File: config.mk
export PLATFORM = sky130hd
export DESIGN_NAME = cpu_state_vec_loader
export DESIGN_NICKNAME = d
export VERILOG_FILES = /design/src/rtl/cpu_state_vec_loader.sv
export SDC_FILE = /design/constraint.sdc
export NUM_CORES = 2
export LEC_CHECK = 0
export CAP_MARGIN = 20
export CORE_AREA = 3 3 751 753
export CTS_CLUSTER_SIZE = 8
export DETAILED_ROUTE_END_ITERATION = 8
export DIE_AREA = 0 0 754 756
export PLACE_DENSITY = 0.3
export SLEW_MARGIN = 5
export SYNTH_ARGS = -nofsm -noshare
export SYNTH_HDL_FRONTEND = slang
export SYNTH_SLANG_ARGS = --single-unit
File: constraint.sdc
create_clock -name clk -period 111.2 [get_ports clk]
set_input_delay 11.12 -clock clk [delete_from_list [all_inputs] [get_ports clk]]
set_output_delay 11.12 -clock clk [all_outputs]
set_load 0.01 [all_outputs]
File: src/rtl/cpu_state_vec_loader.sv
// ---------------------------------------------------------------------------
// cpu_state_vec_loader
//
// Purpose:
//   Assembles one flattened CPU state vector (STATE_W bits) from a narrow
//   word stream and presents it, with a valid/ready handshake, to the
//   evaluator cluster. Exactly one complete state is delivered per frame.
//   Malformed frames (early or missing s_last) raise a one-cycle frame_err
//   pulse. A frame that runs past NCHUNK words without s_last is drained
//   up to and including its s_last word.
//
// Ports:
//   clk        in   1        rising-edge clock
//   rst        in   1        asynchronous reset, active-high
//   s_valid    in   1        input word valid
//   s_ready    out  1        loader accepts a word this cycle
//   s_data     in   WORD_W   state chunk
//   s_last     in   1        final chunk of a frame
//   m_valid    out  1        m_vec holds a complete state
//   m_ready    in   1        evaluator cluster consumes m_vec
//   m_vec      out  STATE_W  assembled state vector
//   frame_err  out  1        one-cycle pulse on a malformed frame
//   frame_cnt  out  CNT_W    delivered-frame count, wraps
// ---------------------------------------------------------------------------
module cpu_state_vec_loader #(
    parameter int STATE_W = 1894,
    parameter int WORD_W  = 32,
    parameter int CNT_W   = 16
) (
    input  logic               clk,
    input  logic               rst,
    input  logic               s_valid,
    output logic               s_ready,
    input  logic [WORD_W-1:0]  s_data,
    input  logic               s_last,
    output logic               m_valid,
    input  logic               m_ready,
    output logic [STATE_W-1:0] m_vec,
    output logic               frame_err,
    output logic [CNT_W-1:0]   frame_cnt
);

    localparam int NCHUNK = (STATE_W + WORD_W - 1) / WORD_W;
    // Width of the final, possibly partial, chunk.
    localparam int LAST_W = STATE_W - (NCHUNK - 1) * WORD_W;
    localparam int IDX_W  = (NCHUNK > 1) ? $clog2(NCHUNK) : 1;
    localparam logic [IDX_W-1:0] LAST_IDX = IDX_W'(NCHUNK - 1);

    typedef enum logic [1:0] {
        ST_LOAD    = 2'd0,
        ST_DRAIN   = 2'd1,
        ST_PRESENT = 2'd2
    } state_e;

    state_e             state_q;
    logic [IDX_W-1:0]   idx_q;
    logic               s_ready_q;
    logic               m_valid_q;
    logic               frame_err_q;
    logic [CNT_W-1:0]   frame_cnt_q;
    logic [STATE_W-1:0] vec_q;

    // A word lands in the vector only while loading; drained words are dropped.
    logic load_acc_s;
    assign load_acc_s = s_valid & s_ready_q & (state_q == ST_LOAD);

    // Frame-control FSM: chunk index, handshake flags, error pulse, frame counter.
    always_ff @(posedge clk or posedge rst) begin
        if (rst) begin
            state_q     <= ST_LOAD;
            idx_q       <= '0;
            s_ready_q   <= 1'b1;
            m_valid_q   <= 1'b0;
            frame_err_q <= 1'b0;
            frame_cnt_q <= '0;
        end else begin
            frame_err_q <= 1'b0;
            case (state_q)
                ST_LOAD: begin
                    if (s_valid) begin
                        if (idx_q == LAST_IDX) begin
                            idx_q <= '0;
                            if (s_last) begin
                                state_q   <= ST_PRESENT;
                                s_ready_q <= 1'b0;
                                m_valid_q <= 1'b1;
                            end else begin
                                // Missing last: swallow the rest of this frame.
                                state_q     <= ST_DRAIN;
                                frame_err_q <= 1'b1;
                            end
                        end else if (s_last) begin
                            // Early last: restart so the next word is chunk 0.
                            idx_q       <= '0;
                            frame_err_q <= 1'b1;
                        end else begin
                            idx_q <= idx_q + {{(IDX_W-1){1'b0}}, 1'b1};
                        end
                    end
                end
                ST_DRAIN: begin
                    if (s_valid && s_last) begin
                        state_q <= ST_LOAD;
                        idx_q   <= '0;
                    end
                end
                ST_PRESENT: begin
                    if (m_ready) begin
                        state_q     <= ST_LOAD;
                        s_ready_q   <= 1'b1;
                        m_valid_q   <= 1'b0;
                        frame_cnt_q <= frame_cnt_q + {{(CNT_W-1){1'b0}}, 1'b1};
                    end
                end
                default: begin
                    state_q   <= ST_LOAD;
                    idx_q     <= '0;
                    s_ready_q <= 1'b1;
                    m_valid_q <= 1'b0;
                end
            endcase
        end
    end

    // Vector assembly: the accepted word overwrites the chunk selected by idx_q.
    always_ff @(posedge clk or posedge rst) begin
        if (rst) begin
            vec_q <= '0;
        end else if (load_acc_s) begin
            for (int c = 0; c < NCHUNK - 1; c++) begin
                if (idx_q == IDX_W'(c)) begin
                    vec_q[c*WORD_W +: WORD_W] <= s_data;
                end
            end
            // The final chunk keeps only its low LAST_W bits.
            if (idx_q == LAST_IDX) begin
                vec_q[STATE_W-1 -: LAST_W] <= s_data[LAST_W-1:0];
            end
        end
    end

    assign s_ready   = s_ready_q;
    assign m_valid   = m_valid_q;
    assign m_vec     = vec_q;
    assign frame_err = frame_err_q;
    assign frame_cnt = frame_cnt_q;

endmodule
==> results.py <==
metrics = {
    "clocking": {
        "root_buffer": "clkbuf_16",
        "insertion_delay_ps": 910,
        "cts.path.max_buffers": 4,
        "cts_tree": "done",
        "path_clk_slew_ps": 50,
        "cts_hold_buffers": 0,
        "cts_setup_buffers": 0,
        "htreeDepth": 5,
        "cts_made_buffers": 289,
        "cts_num_sinks": 1921,
        "ctsResizeCount": 0,
    },
    "worst_setup_path": {
        "path_cells": "clkdlybuf4s50_1 > inv_8 > buf_4 > buf_4 > buf_4 > buf_12 > buf_4 > buf_4",
        "cpPeakStageDelay_ps": 830,
        "critPathMaxFanout": 131,
        "rr_startpoint": "idx_q[2]$_DFFE_PP0P_",
        "r2r-end": "m_vec[1640]$_DFFE_PP0P_",
        "r2r_slack_ps": 107610,
        "ff2ff_path_depth": 5,
        "cp_data_arrival_time_ps": 16550,
        "cp_slowest_cell": "buf_4",
        "cp-start-kind": "input port",
        "cp-end-kind": "async pin",
        "crit_top_cell": "buf_4",
        "worstSetupPathType": "input port to async pin",
        "required_ps": 112070,
    },
    "sta": {
        "finalSetupTns_ps": 0,
        "grt_setup_unrepaired": "false",
        "clock_skew_ps": 61.20,
        "post-route-period-util": 0.1410,
        "clock.fmax_mhz": 63.77,
        "drv_slew": 0,
        "setup_viol": 0,
        "whs_ps": 477.6,
        "worstMarginPinSlew_ps": 1071,
        "hold_violations": 0,
        "finalCriticalPeriod_ps": 15680,
        "max_slew_margin": 0.2860,
    },
    "logic_synthesis": {
        "yosysUniqueCellTypes": 47,
        "synthFlopType": "dfrtp_1",
        "synth-seq-cells": 1921,
        "yosys.area.top_type_share": 0.6623,
        "synth_fa_ha_area_frac": 0.0008623,
        "ys_top_cells_by_count": "dfrtp_1, mux2_2, mux2_1",
        "netlist_instances": 4387,
        "syn-num-nets": 4429,
        "ys_warn_count": 0,
        "synth_xor_area_frac": 0.001932,
        "synthMuxAreaShare": 0.2943,
        "yosysSeqAreaShare": 0.6626,
        "synth_area_leaders": "dfrtp_1, mux2_2, mux2_1",
        "synth_edf_count": 0,
        "synth_top_family_by_area": "multiplexers",
        "yosysMostFrequentCell": "dfrtp_1",
        "syn_area_um2": 72550,
        "async_flop_share": 1.000,
        "avgSynthCellArea_um2": 16.54,
        "synthSimpleGateAreaFrac": 0.01268,
        "yosysTopAreaCell": "dfrtp_1",
        "synth_compound_area_frac": 0.001173,
    },
    "global_routing": {
        "grt_pass1_wl_mm": 543.9,
        "antenna_found_initial": 56,
        "grt_max_degree": 141,
        "grt_pass1_vias": 50756,
        "grt.overflow.total": 0,
        "track_usage": 0.1425,
    },
    "die": {
        "fp.coreArea_um2": 557100,
        "die_w_um": 754,
        "start_util": 0.1302,
        "fp-row-count": 274,
        "die_area_um2": 570000,
        "die-height_um": 756,
        "ios": 1950,
    },
    "pwr": {
        "p_leak_uw": 0.04974,
        "power_density_nw_per_um2": 14.52,
        "ir_worst_vdd_uv": 11.03,
    },
    "cells_and_area": {
        "drive_gt1_frac": 0.3299,
        "fill_cells": 59702,
        "finalNetCount": 6421,
        "areaGrowthSynthToFinish_pct": 50.47,
    },
    "hold_path": {
        "whs_endpoint": "frame_cnt[15]$_DFFE_PP0P_",
        "holdCritPathClass": "flop to flop",
        "whs_path_depth": 1,
        "hold_path.startpoint": "frame_cnt[15]$_DFFE_PP0P_",
    },
    "placed_design": {
        "gp_congestion": 0.7437,
        "dp_hpwl_mm": 294.6,
        "io_buffers": 1949,
    },
    "drt": {
        "drt-initial-drc-count": 2173,
        "num_vias": 46818,
        "maxUsedRoutingLayer": "met5",
        "route.detailed.drc": 0,
        "wl_per_cell_um": 30.13,
        "dr.pass1.iters": 5,
        "routed_wl_mm": 420.8,
        "wl_met1_mm": 168.2,
        "route.met3.wl_mm": 37.63,
        "met2_length_mm": 200.4,
        "viasPerCell": 3.352,
        "ant_nets": 0,
    },
    "run_status": {
        "status": "finished, final reports clean",
    },
    "job": {
        "maxCapViolations": 0,
    },
}
[power by group]
group          internal (µW)  switching [µW]
clock network            487             346
registers                700           0.934
logic                   4.38            46.6
total                   1190             393
[cell type report]
cell class	instances	area (µm²)	area share
Timing Repair Buffer	2088	20540	0.1882
Multi-Input combinational cell	2074	22860	0.2095
Sequential cell	1921	48070	0.4404
Tap cell	7452	9324	0.08542
Clock inverter	31	601.8	0.005513
Antenna cell	51	127.6	0.001169
Clock buffer	344	7602	0.06964
Inverter	5	26.28	0.0002407
[registers in the layout (all words and copies together) (netlist names)]
register   count
frame_err      1
state_q        2
m_valid        1
idx_q          6
s_ready        1
frame_cnt     16
m_vec       1894
[cell families (layout without fill, tap and decap cells)]
| logic type | after synthesis | after routing |
|---|---|---|
| AOI/OAI and AO/OA | 13 | 13 |
| and+or+nand+nor | 144 | 144 |
| other | 0 | 51 |
| DFF | 1921 | 1921 |
| adders and majority gates | 5 | 5 |
| xor gates and xnor gates | 16 | 16 |
| muxes | 1896 | 1896 |
| buffers and inverters | 392 | 2468 |
[through the flow]
stage          setup slack [ps]  total power [µW]  std cells  area [µm²]  utilization
2_1_floorplan             45830             734.6       4387       72550            -
3_3_place_gp              94400             768.1      13537      100800       0.1809
3_5_place_dp              94310             768.6      13540      100800       0.1810
4_1_cts                   95380              1628      13915      109000       0.1957
5_1_grt                   94870              1653      13923      109100       0.1957
6_report                  95520              1585      13966      109200       0.1959
[placed cells by master (no fill, tap or decap), drive strengths merged, types with 4 or more instances in the layout]
cell,netlist,final
nand2,24,24
inv,5,11
dfrtp,1920,1920
xnor2,15,15
nand3b,5,5
nor2,59,59
ha,5,5
clkbuf,213,344
diode,0,51
clkdlybuf4s50,0,1917
mux2,1896,1896
buf,174,171
nor3,4,4
clkinv,0,19
nand4,7,7
nand3,20,20
[how the worst max path moves through the flow]
stage,start,endpoint,slack [ps],depth (start not counted)
global placement,rst,m_vec[107]$_DFFE_PP0P_,94400,8
floorplan,rst,frame_cnt[0]$_DFFE_PP0P_,45830,1
CTS,rst,m_vec[145]$_DFFE_PP0P_,95380,8
finish,rst,m_vec[145]$_DFFE_PP0P_,95520,8
detailed placement,rst,m_vec[145]$_DFFE_PP0P_,94310,8
global route,rst,m_vec[1769]$_DFFE_PP0P_,94870,8
[routing by layer]
| metal | up-vias | track usage |
|---|---|---|
| li1 | 19306 | - |
| met1 | 25142 | 0.1674 |
| met2 | 1920 | 0.2402 |
| met3 | 448 | 0.05368 |
| met4 | 2 | 0.04375 |
| met5 | - | 0 |
[worst max-delay path, delay by kind of cell]
family                 cells  cell delay (ps)
buffers and inverters      8             4880
Note: power is estimated with default switching activity, not from simulation.
